### config.mk
export PLATFORM = sky130hd
export DESIGN_NAME = bcd3_bin8
export DESIGN_NICKNAME = d
export VERILOG_FILES = /design/src/rtl/bcd3_bin8_pkg.sv /design/src/rtl/bcd_digit_adj.sv /design/src/rtl/bcd3_bin8.sv
export SDC_FILE = /design/constraint.sdc
export NUM_CORES = 1
export LEC_CHECK = 0
export ABC_AREA = 1
export CORE_UTILIZATION = 40
export DETAILED_ROUTE_END_ITERATION = 8
export PLACE_DENSITY_LB_ADDON = 0.05
export SLEW_MARGIN = 40
export SYNTH_ARGS = -nofsm -noshare
export SYNTH_HDL_FRONTEND = slang
export SYNTH_SLANG_ARGS = --single-unit
export TNS_END_PERCENT = 5
### constraint.sdc
create_clock -name CLK -period 1.51 [get_ports CLK]
set_input_delay 0.302 -clock CLK [delete_from_list [all_inputs] [get_ports CLK]]
set_output_delay 0.302 -clock CLK [all_outputs]
set_load 0.01 [all_outputs]
### src/rtl/bcd3_bin8_pkg.sv
// Shared definitions for the three-digit BCD to binary converter.
package bcd3_bin8_pkg;

  // IDLE  | waiting for START
  // CHECK | validating latched digits
  // SHIFT | reverse double-dabble iterations
  // FIN   | registering result, DONE follows
  typedef enum logic [1:0] {
    IDLE  = 2'd0,
    CHECK = 2'd1,
    SHIFT = 2'd2,
    FIN   = 2'd3
  } state_t;

  localparam int BCD_DIGITS = 3;
  localparam int BIN_W      = 10;
  localparam int OUT_W      = 8;
  localparam int BCD_W      = 4 * BCD_DIGITS;
  localparam int SR_W       = BCD_W + BIN_W;

  localparam logic [3:0] BCD_ADJ   = 4'd3;
  localparam logic [3:0] ITER_LAST = 4'd9;

  function automatic logic digit_bad(input logic [3:0] d);
    return d > 4'd9;
  endfunction

endpackage

### src/rtl/bcd_digit_adj.sv
// One BCD digit correction step for reverse double-dabble: after a right
// shift a digit that picked up the upper digit's LSB gained 8 instead of 5.
module bcd_digit_adj
  import bcd3_bin8_pkg::*;
(
  input  logic [3:0] i_d,
  output logic [3:0] o_d
);

  assign o_d = (i_d >= 4'd8) ? (i_d - BCD_ADJ) : i_d;

endmodule

### src/rtl/bcd3_bin8.sv
// Sequential 3-digit BCD to 8-bit binary converter, one shift per clock.
module bcd3_bin8
  import bcd3_bin8_pkg::*;
(
  input  logic             CLK,
  input  logic             RESET_N,
  input  logic             START,
  input  logic [3:0]       HUND,
  input  logic [3:0]       TEN,
  input  logic [3:0]       ONE,
  output logic [OUT_W-1:0] NUM_OUT,
  output logic             BUSY,
  output logic             DONE,
  output logic             ERR,
  output logic             OVF
);

  state_t           r_state;
  state_t           w_next;
  logic [SR_W-1:0]  r_sr;
  logic [SR_W-1:0]  w_shifted;
  logic [SR_W-1:0]  w_sr_step;
  logic [BCD_W-1:0] w_adj;
  logic [3:0]       r_cnt;
  logic             r_bad;
  logic             w_any_bad;
  logic             w_accept;
  logic             w_ovf;
  logic [OUT_W-1:0] r_num;
  logic             r_busy;
  logic             r_done;
  logic             r_err;
  logic             r_ovf;

  // START during the DONE cycle is dropped; IDLE accepts only once DONE is low.
  assign w_accept  = START && !r_done;
  assign w_shifted = {1'b0, r_sr[SR_W-1:1]};

  for (genvar g = 0; g < BCD_DIGITS; g++) begin : g_adj
    bcd_digit_adj u_adj (
      .i_d (w_shifted[BIN_W + 4*g +: 4]),
      .o_d (w_adj[4*g +: 4])
    );
  end

  assign w_sr_step = {w_adj, w_shifted[BIN_W-1:0]};

  assign w_any_bad = digit_bad(r_sr[SR_W-1 -: 4]) ||
                     digit_bad(r_sr[SR_W-5 -: 4]) ||
                     digit_bad(r_sr[BIN_W +: 4]);

  assign w_ovf = |r_sr[BIN_W-1:OUT_W];

  // State register.
  always_ff @(posedge CLK or negedge RESET_N) begin
    if (!RESET_N) r_state <= IDLE;
    else          r_state <= w_next;
  end

  // Next-state decode.
  always_comb begin
    w_next = r_state;
    case (r_state)
      IDLE:    if (w_accept) w_next = CHECK;
      CHECK:   w_next = w_any_bad ? FIN : SHIFT;
      SHIFT:   if (r_cnt == ITER_LAST) w_next = FIN;
      FIN:     w_next = IDLE;
      default: w_next = IDLE;
    endcase
  end

  // Shift register, iteration counter and latched digit-error flag.
  always_ff @(posedge CLK or negedge RESET_N) begin
    if (!RESET_N) begin
      r_sr  <= '0;
      r_cnt <= '0;
      r_bad <= 1'b0;
    end else begin
      case (r_state)
        IDLE: begin
          if (w_accept) r_sr <= {HUND, TEN, ONE, {BIN_W{1'b0}}};
        end
        CHECK: begin
          r_bad <= w_any_bad;
          r_cnt <= '0;
        end
        SHIFT: begin
          r_sr  <= w_sr_step;
          r_cnt <= r_cnt + 4'd1;
        end
        default: ;
      endcase
    end
  end

  // Output registers; result and flags hold until the next FIN.
  always_ff @(posedge CLK or negedge RESET_N) begin
    if (!RESET_N) begin
      r_num  <= '0;
      r_busy <= 1'b0;
      r_done <= 1'b0;
      r_err  <= 1'b0;
      r_ovf  <= 1'b0;
    end else begin
      r_done <= (r_state == FIN);
      r_busy <= (r_state != IDLE);
      if (r_state == FIN) begin
        if (r_bad) begin
          r_num <= '0;
          r_err <= 1'b1;
          r_ovf <= 1'b0;
        end else begin
          r_num <= w_ovf ? {OUT_W{1'b1}} : r_sr[OUT_W-1:0];
          r_err <= 1'b0;
          r_ovf <= w_ovf;
        end
      end
    end
  end

  assign NUM_OUT = r_num;
  assign BUSY    = r_busy;
  assign DONE    = r_done;
  assign ERR     = r_err;
  assign OVF     = r_ovf;

endmodule

==> impl_metrics.yaml, run 1 <==
placed_design:
  dp_cells: 319
  placed_cell_area_um2: 2434
  detailedPlace.worstSlack_ns: -0.05485
  place.port_buffers: 26
  place.gp.congestion: 0.7976
  dp.final_hpwl_mm: 2.694
global_routing:
  grt_max_degree: 27
  grt_pass1_vias: 1451
  global_route.overflow_total: 0
  gr-usage-all-layers_pct: 16.45
  global_route_wire_length_before_repair_mm: 6.686
  grt_antenna_before_repair: 0
worst_setup_path:
  worst_path_dominant_cell_family: "buffers and inverters"
  crit_chain: "clkdlybuf4s50_1"
  timing.reg2reg.worst_path_depth: 8
  r2r_start: "r_state[0]"
  nature_of_the_critical_path_endpoint: "output port"
  crit_path_max_fanout: 2
  slowest_delay_ns: 0.53
  critical_path.reg2reg.endpoint: "r_sr[20]"
  setup.worst_path.start_class: "register"
  timing.critical_path.slowest_stage_cell: "clkdlybuf4s50_1"
  critical_path.startpoint: "NUM_OUT[2]"
  crit_required_ns: 1.21
  timing.setup.critical_path_class: "reg2out"
  critical_path_capture_point: "NUM_OUT[2]"
  cp.depth: 1
  r2r_setup_slack_ns: 0.09
  sum_of_buffers_and_inverters_on_the_critical_path: 1
  critical_path_arrival_ns: 1.16
timing:
  final_hold_viol_count: 0
  rsz0062_at_grt: "yes"
  layout_worst_path_cycle_share_pct: 97.12
  worst_pin_slew_ns: 0.3829
  timing.final.crit_period_ns: 1.467
  fin_setup_tns_ns: 0
  timing.max_slew.rel_slack_pct: 74.47
  fmax_mhz: 681.9
  postLayoutSetupSlackWorst_ns: 0.04342
  holdWs_ns: 0.4575
  worst_case_clock_skew_ns: 0.007248
  timing_max_transition_violations_final: 0
  setup_viol_count_final: 0
clocking:
  cts_sinks: 41
  tritoncts: "done"
  ctsRootBufferMaster: "clkbuf_8"
  cts.htree.levels: 2
  cts_inserted_buffers: 5
  clkLatencyLatePin_ns: 0.29
  cts_max_path_buffers: 2
  path_clk_slew_ns: 0.08
synth:
  ys_seq_area_share_pct: 50.74
  most_numerous_cell_types_in_the_synthesized_netlist: "55 x nand2_1, 41 x dfrtp_1, 28 x inv_1"
  postSynthNetCount: 244
  syn_avg_cell_area_um2: 9.275
  flops_latches_synth: 41
  synth_flop_cell: "dfrtp_1"
  yosys-top-cells-area: "dfrtp_1 51%, nand2_1 10%, ha_1 6.8%, inv_1 5.2%, o21ai_0 5.0%"
  yosysTopAreaCellShare_pct: 50.74
  synth_most_common_cell: "nand2_1"
  synth-warning-count: 0
  synth_cell_types: 24
  count_of_flip_flops_with_a_built_in_enable_after_synthesis: 0
  netlist_instances: 218
  async_reset_ff_share_pct: 100.0
  netlist.top_cell.by_area: "dfrtp_1"
  synthesis.area_um2: 2022
pwr:
  p_per_area_nw_per_um2: 2036
  leakagePower_nw: 1.249
  peakVddDrop_mv: 0.8066
  fin_total_pwr_mw: 5.220
floorplan:
  boundaryPins: 27
  die_y_um: 73.10
  core-area_um2: 4786
  floorplan.initialDensity_pct: 42.25
  die_w_um: 73.10
  floorplan.rows: 25
  die_area_um2: 5343
route:
  drtPass1Iterations: 4
  antenna_left: 0
  via_per_inst: 4.635
  drt_iter0_markers: 45
  drcViolationCount: 0
  drt-wirelength-per-cell_um: 11.13
  postRouteWirelength_mm: 3.662
  vias: 1525
worst_hold_path:
  min_path_type: "in2async"
layout:
  area_delta_synth_final_pct: 26.79
  n_antenna_cell: 0
  final_core_util_pct: 53.57
  final-instance-count-excl-fill: 329
  layout_cell_share_with_drive_strength_beyond_1_pct: 15.27
  final_design_area_no_fill_um2: 2564
  final_net_count: 287
job:
  max_cap_violations: 0
status:
  run_status: "finished clean"
-- worst min path at each step --
stage / end / slack [ns]
detailed placement: NUM_OUT[2] / 0.24
finish: NUM_OUT[2] / 0.46
global placement: NUM_OUT[2] / 0.24
global route: NUM_OUT[2] / 0.49
CTS: r_sr[9] / 0.46
floorplan: BUSY / 0.006
-- timing repair --
action                                  CTS  global route
setup buffers                             1             0
endpoints found under the hold margin    15             0
endpoints found under the setup margin    2            19
pin swaps                                 0             0
resized for setup                         1             8
hold buffers                              1             0
-- flip-flops by register name (all words and copies together) (netlist names) --
register,cells
BUSY,1
r_cnt,4
r_sr,22
DONE,1
OVF,1
NUM_OUT,8
ERR,1
r_bad,1
r_state,2
-- cell usage in the layout, fill, tap and decap left out, types with 4 or more instances in the layout --
master | Yosys | routed
nand2_1 | 55 | 55
dfrtp_1 | 41 | 41
or2_2 | 4 | 4
buf_4 | 1 | 13
o22ai_1 | 11 | 11
clkdlybuf4s50_1 | 0 | 21
clkbuf_8 | 0 | 5
inv_1 | 28 | 26
a21oi_1 | 7 | 7
o211ai_1 | 10 | 10
dlymetal6s2s_1 | 0 | 4
o21ai_0 | 20 | 20
ha_1 | 11 | 9
nor2_1 | 9 | 9
-- per-layer routing --
layer	share of wire, %	global-route usage (%)
met3	3.3	4.144
met5	0	0
met2	46	26.75
met4	1.3	5.229
met1	50	21.49
-- power by group --
part	switching, mW	internal (mW)
Sequential	0.300	1.57
Combinational	1.43	1.22
Clock	0.386	0.319
-- layout make-up --
class | count | area (µm²)
Clock inverter | 3 | 17.52
Sequential cell | 41 | 1026
Multi-Input combinational cell | 142 | 842.1
Clock buffer | 5 | 68.82
Fill cell | 462 | 2222
Tap cell | 67 | 83.83
Inverter | 29 | 112.6
Timing Repair Buffer | 42 | 412.9
-- cells by family (layout without fill, tap and decap cells) --
kind of cell	count (synthesis)	after routing	synth area share [%]
AOI/OAI and AO/OA	51	51	15.72
xor gates and xnor gates	3	3	1.300
adders and majority gates	11	11	6.807
buffers and inverters	35	79	8.230
DFF	41	41	50.74
and+or+nand+nor	77	77	17.20
(Power assumes the default switching activity.)
==> run 2, diff against run 1 <==
Settings changed: GPL_TIMING_DRIVEN set to 0.
==> run 2 against run 1 <==
First-iteration DRC count down 8.9%. Largest power group unchanged. Non-clock buffer count down 2. Clock skew down 0.0038 ns. Final cell count down 0.61%. Via count about the same. Register-to-register slack worse by 0.02 ns. Critical endpoint is now BUSY.
==> impl_metrics.yaml, run 2 (synthesis results as in run 1) <==
clocking:
  cts_sinks: 41
  cts.htree.levels: 2
  path_clk_slew_ns: 0.08
  tritoncts: "done"
  clkLatencyLatePin_ns: 0.30
  cts_inserted_buffers: 5
  cts_max_path_buffers: 2
  ctsRootBufferMaster: "clkbuf_8"
route:
  drt-wirelength-per-cell_um: 12.06
  via_per_inst: 4.661
  drcViolationCount: 0
  drtPass1Iterations: 4
  postRouteWirelength_mm: 3.944
  vias: 1524
  antenna_left: 0
  drt_iter0_markers: 41
timing:
  timing_max_transition_violations_final: 0
  worst_pin_slew_ns: 0.5191
  fmax_mhz: 691.0
  layout_worst_path_cycle_share_pct: 95.84
  timing.final.crit_period_ns: 1.447
  setup_viol_count_final: 0
  final_hold_viol_count: 0
  timing.max_slew.rel_slack_pct: 65.39
  worst_case_clock_skew_ns: 0.003476
  rsz0062_at_grt: "yes"
global_routing:
  grt_max_degree: 42
  global_route_wire_length_before_repair_mm: 6.824
  grt_antenna_before_repair: 0
  global_route.overflow_total: 0
  gr-usage-all-layers_pct: 16.98
  grt_pass1_vias: 1442
worst_setup_path:
  worst_path_dominant_cell_family: "buffers and inverters"
  slowest_delay_ns: 0.52
  nature_of_the_critical_path_endpoint: "output port"
  critical_path_arrival_ns: 1.15
  critical_path.startpoint: "BUSY"
  critical_path.reg2reg.endpoint: "r_sr[20]"
  sum_of_buffers_and_inverters_on_the_critical_path: 1
  timing.critical_path.slowest_stage_cell: "clkdlybuf4s50_1"
  crit_path_max_fanout: 1
  setup.worst_path.start_class: "register"
  r2r_setup_slack_ns: 0.07
  timing.setup.critical_path_class: "reg2out"
  crit_chain: "clkdlybuf4s50_1"
  timing.reg2reg.worst_path_depth: 7
  r2r_start: "r_state[0]"
  crit_required_ns: 1.21
layout:
  layout_cell_share_with_drive_strength_beyond_1_pct: 16.15
  n_antenna_cell: 0
  final_net_count: 285
  layout.cells.most_common_list: "53 x nand2_1, 40 x dfrtp_1, 25 x inv_1, 19 x o21ai_0, 14 x clkdlybuf4s50_1"
  top_register_by_number_of_flip_flops: "r_sr"
  area_delta_synth_final_pct: 30.26
  most_common_library_cell_in_the_layout_ignoring_fill_and_taps: "nand2_1"
  largest_register_ff_count: 22
  final_design_area_no_fill_um2: 2634
floorplan:
  floorplan.rows: 25
  floorplan.initialDensity_pct: 42.25
  core-area_um2: 4786
  die_area_um2: 5343
  boundaryPins: 27
  die_w_um: 73.10
  die_y_um: 73.10
pwr:
  fin_total_pwr_mw: 5.577
  leakagePower_nw: 1.347
  peakVddDrop_mv: 0.7872
  p_per_area_nw_per_um2: 2118
worst_hold_path:
  min_path_type: "reg2reg"
  worstHoldStart: "OVF"
  worstHoldPathCells: 2
  holdPathEnd: "OVF"
placed_design:
  dp.final_hpwl_mm: 2.637
  place.gp.congestion: 0.7474
  place.port_buffers: 26
  placed_cell_area_um2: 2364
job:
  max_cap_violations: 0
status:
  run_status: "finished clean"
-- run 2: cell types whose count changed in the layout (fill, tap and decap cells not counted), sizes merged --
cell	previous run	this run
clkbuf	5	7
dlygate4sd2	0	1
dlymetal6s2s	4	10
buf	16	13
clkdlybuf4s50	21	14
clkinv	3	1
bufinv	0	1
-- run 2: cell type report --
| class | instances | area (µm²) |
|---|---|---|
| buffer | 6 | 73.82 |
| sequential | 41 | 1027 |
| tap | 67 | 83.83 |
| clock buffer | 6 | 82.58 |
| fill | 447 | 2152 |
| clock inverter | 2 | 37.54 |
| multi-input combinational | 142 | 872.1 |
| inverter | 29 | 112.6 |
| timing repair buffer | 34 | 344.1 |
-- run 2: timing repair --
action                                  4_1_cts  5_1_grt
hold buffers                                  1        0
endpoints found under the setup margin       32       31
gates resized for setup                       9       21
buffers inserted                              3        4
hold endpoints to repair                     37        0
pin swaps                                     1        3
-- run 2: worst reg2reg max path, delay by kind of cell, from the launching register on --
kind | cells | cell delay [ns]
simple gates | 2 | 0.36
flops | 1 | 0.42
compound gates | 1 | 0.08
buf+inv | 3 | 0.32
fa+ha+maj | 1 | 0.16
-- run 2: worst max-delay path by stage --
stage                 endpoint  slack, ns  depth (start not counted)
floorplan             r_sr[20]       0.10                          7
global placement      r_cnt[1]      -0.99                          1
detailed placement    r_sr[20]      -0.26                          8
CTS                 NUM_OUT[0]      0.003                          1
global route          r_sr[19]      -0.03                          8
finish                    BUSY       0.06                          1
-- run 2: metal layers --
layer  routed length [µm]  vias up  track usage, %
li1                     -      793               -
met1                 1887      697           21.36
met2                 1849       27           27.78
met3                  137        7           4.144
met4                   70        0           7.190
met5                    0        -               0
-- run 2: power breakdown --
group / internal, mW / total (mW) / switching [mW]
sequential: 1.57 / 1.88 / 0.316
combinational: 1.25 / 2.75 / 1.50
clock: 0.538 / 0.939 / 0.401
-- run 2: metrics by stage --
stage	hold WS (ns)	worst slack (ns)	instances	utilization, %	TNS, ns
after detailed placement	0.3256	-0.2626	311	49.39	-4.729
after CTS	0.4887	0.003042	323	53.07	0
after floorplan	0.006409	0.1045	218	-	0
after global routing	0.5233	-0.03156	327	55.03	-0.08028
after global placement	0.4650	-0.9933	311	49.44	-45.31
final	0.4811	0.06283	327	55.03	0
==> run 3, diff against run 2 <==
Settings changed: PLACE_DENSITY set to 0.67, PLACE_DENSITY_LB_ADDON 0.05 to not set, SYNTH_HIERARCHICAL set to 1.
==> run 3 against run 2 <==
Synthesized cell count grew 7.8%. Critical path type is now reg2reg. Sequential power is essentially flat. Non-clock buffer count shrank 4. Critical path depth grew 6. Maximum frequency shrank 1.3%. Final cell count grew 6.1%. Die area grew 7.2%. Highest routed layer unchanged. Total power grew 0.55%.
==> impl_metrics.yaml, run 3 <==
timing:
  final_hold_viol_count: 0
  holdWs_ns: 0.4822
  worst_case_clock_skew_ns: 0.003240
  fmax_mhz: 682.3
  rsz0062_at_grt: "no"
  timing.max_slew.rel_slack_pct: 66.48
  setup_viol_count_final: 0
  timing_max_transition_violations_final: 0
  postLayoutSetupSlackWorst_ns: 0.04435
  timing.final.crit_period_ns: 1.466
  worst_pin_slew_ns: 0.5028
  layout_worst_path_cycle_share_pct: 97.06
worst_setup_path:
  crit_required_ns: 1.69
  slowest_delay_ns: 0.41
  crit_chain: "inv_2, ha_1, buf_6, o21a_4, buf_8, nor2_1, a21oi_1"
  critical_path_arrival_ns: 1.65
  timing.setup.critical_path_class: "reg2reg"
  timing.critical_path.slowest_stage_cell: "dfrtp_1"
  setup.worst_path.start_class: "register"
  r2r_setup_slack_ns: 0.04
  crit_path_max_fanout: 10
  nature_of_the_critical_path_endpoint: "register"
pwr:
  p_per_area_nw_per_um2: 2055
  fin_total_pwr_mw: 5.608
  peakVddDrop_mv: 0.9329
  leakagePower_nw: 1.450
layout:
  area_delta_synth_final_pct: 25.71
  final_net_count: 304
  top_register_by_number_of_flip_flops: "r_sr"
  layout_cell_share_with_drive_strength_beyond_1_pct: 14.08
  most_common_library_cell_in_the_layout_ignoring_fill_and_taps: "dfrtp_1"
  layout.cells.most_common_list: "41 x dfrtp_1, 36 x inv_1, 36 x nand2_1, 15 x nand3_1"
  n_antenna_cell: 0
  largest_register_ff_count: 22
  final_core_util_pct: 52.76
synth:
  yosysTopAreaCellShare_pct: 47.26
  ys_seq_area_share_pct: 47.26
  netlist.top_cell.by_area: "dfrtp_1"
  synth_most_common_cell: "dfrtp_1"
  async_reset_ff_share_pct: 100.0
  yosys-top-cells-area: "dfrtp_1 47%, ha_1 7.5%, inv_1 6.4%, nand2_1 6.4%, mux2i_1 5.5%"
  most_numerous_cell_types_in_the_synthesized_netlist: "41 x dfrtp_1, 37 x inv_1, 37 x nand2_1"
  netlist_instances: 235
  synth-warning-count: 6
  flops_latches_synth: 41
  syn_avg_cell_area_um2: 9.238
  synth_cell_types: 24
  synth_flop_cell: "dfrtp_1"
  count_of_flip_flops_with_a_built_in_enable_after_synthesis: 0
  synthesis.area_um2: 2171
global_routing:
  grt_max_degree: 42
  global_route.usage.met1_pct: 20.19
  global_route.usage.met2_pct: 26.39
  grt_antenna_before_repair: 0
  gr-usage-all-layers_pct: 15.70
  grt_pass1_vias: 1525
  grt_util_met3_pct: 3.704
  grt.busiest_layer: "met2"
  global_route.overflow_total: 0
  global_route_wire_length_before_repair_mm: 6.768
floorplan:
  die_w_um: 75.67
  die_y_um: 75.67
  boundaryPins: 27
  floorplan.initialDensity_pct: 41.97
  floorplan.rows: 26
  die_area_um2: 5726
  core-area_um2: 5172
worst_hold_path:
  min_path_type: "reg2reg"
clocking:
  tritoncts: "done"
  path_clk_slew_ns: 0.08
  cts.htree.levels: 2
  cts_max_path_buffers: 2
  ctsRootBufferMaster: "clkbuf_8"
  clkLatencyLatePin_ns: 0.29
  cts_sinks: 41
  cts_inserted_buffers: 5
status:
  run_status: "finished clean"
route:
  vias: 1621
  drt_iter0_markers: 46
  antenna_left: 0
  drt-wirelength-per-cell_um: 11.74
  via_per_inst: 4.671
  drtPass1Iterations: 4
  postRouteWirelength_mm: 4.074
  drcViolationCount: 0
placed_design:
  place.port_buffers: 26
  detailedPlace.worstSlack_ns: -0.06648
  place.gp.congestion: 0.7312
  dp.final_hpwl_mm: 2.896
job:
  max_cap_violations: 0
[run 3: layout make-up]
cell class	count	area, µm²
sequential	41	1026
clock inverter	3	46.29
fill	471	2444
timing repair buffer	29	310.3
buffer	7	70.07
clock buffer	5	68.82
tap	70	87.58
inverter	38	142.6
multi-input combinational	154	977.2
[run 3: critical path, delay by kind of cell (launching register included)]
| family | cells | cell delay (ns) |
|---|---|---|
| buffers and inverters | 3 | 0.37 |
| adders and majority gates | 1 | 0.20 |
| AOI/OAI and AO/OA | 2 | 0.29 |
| and+or+nand+nor | 1 | 0.10 |
| DFF | 1 | 0.41 |
[run 3: cell families (layout without fill, tap and decap cells)]
group,count (synthesis),in the layout,share of synthesized area [%]
multiplexers,12,12,5.533
XOR/XNOR,3,3,1.211
buffers and inverters,45,82,9.452
AND/OR/NAND/NOR,70,70,13.20
AO/OA/AOI/OAI,50,50,15.68
other,1,6,0.1727
adder cells (fa/ha/maj),13,13,7.493
flip-flops,41,41,47.26
[run 3: metrics by stage]
step / area [µm²] / cells / setup TNS, ns
after CTS: 2675 / 346 / 0
after global routing: 2729 / 347 / 0
after detailed placement: 2535 / 336 / -0.4485
after floorplan: 2190 / 240 / 0
final: 2729 / 347 / 0
after global placement: 2537 / 336 / -37.65
[run 3: worst paths after layout]
check                      cells after the start       start       end
max                                            7  r_state[0]  r_sr[21]
max in group asynchronous                      2     RESET_N  r_sr[14]
min in group asynchronous                      2     RESET_N       OVF
max reg2reg                                    7  r_state[0]  r_sr[21]
min                                            2         OVF       OVF
min reg2reg                                    2         OVF       OVF
[run 3: what timing repair did]
action / 4_1_cts / 5_1_grt
buffers inserted: 1 / 1
endpoints found under the setup margin: 8 / 39
gates resized for setup: 2 / 18
hold buffers: 1 / 0
endpoints found under the hold margin: 14 / 0
pin swaps: 0 / 1
cloned: 0 / 0
[run 3: routing by layer]
| layer | vias up | share of wire (%) |
|---|---|---|
| li1 | 836 | - |
| met1 | 757 | 48 |
| met2 | 24 | 50 |
| met3 | 4 | 2.2 |
| met4 | 0 | 0.66 |
| met5 | - | 0 |
[run 3: power breakdown]
part           total, mW  switching, mW  internal, mW
registers           1.91          0.385          1.52
logic               2.82           1.55          1.27
clock network      0.880          0.386         0.495
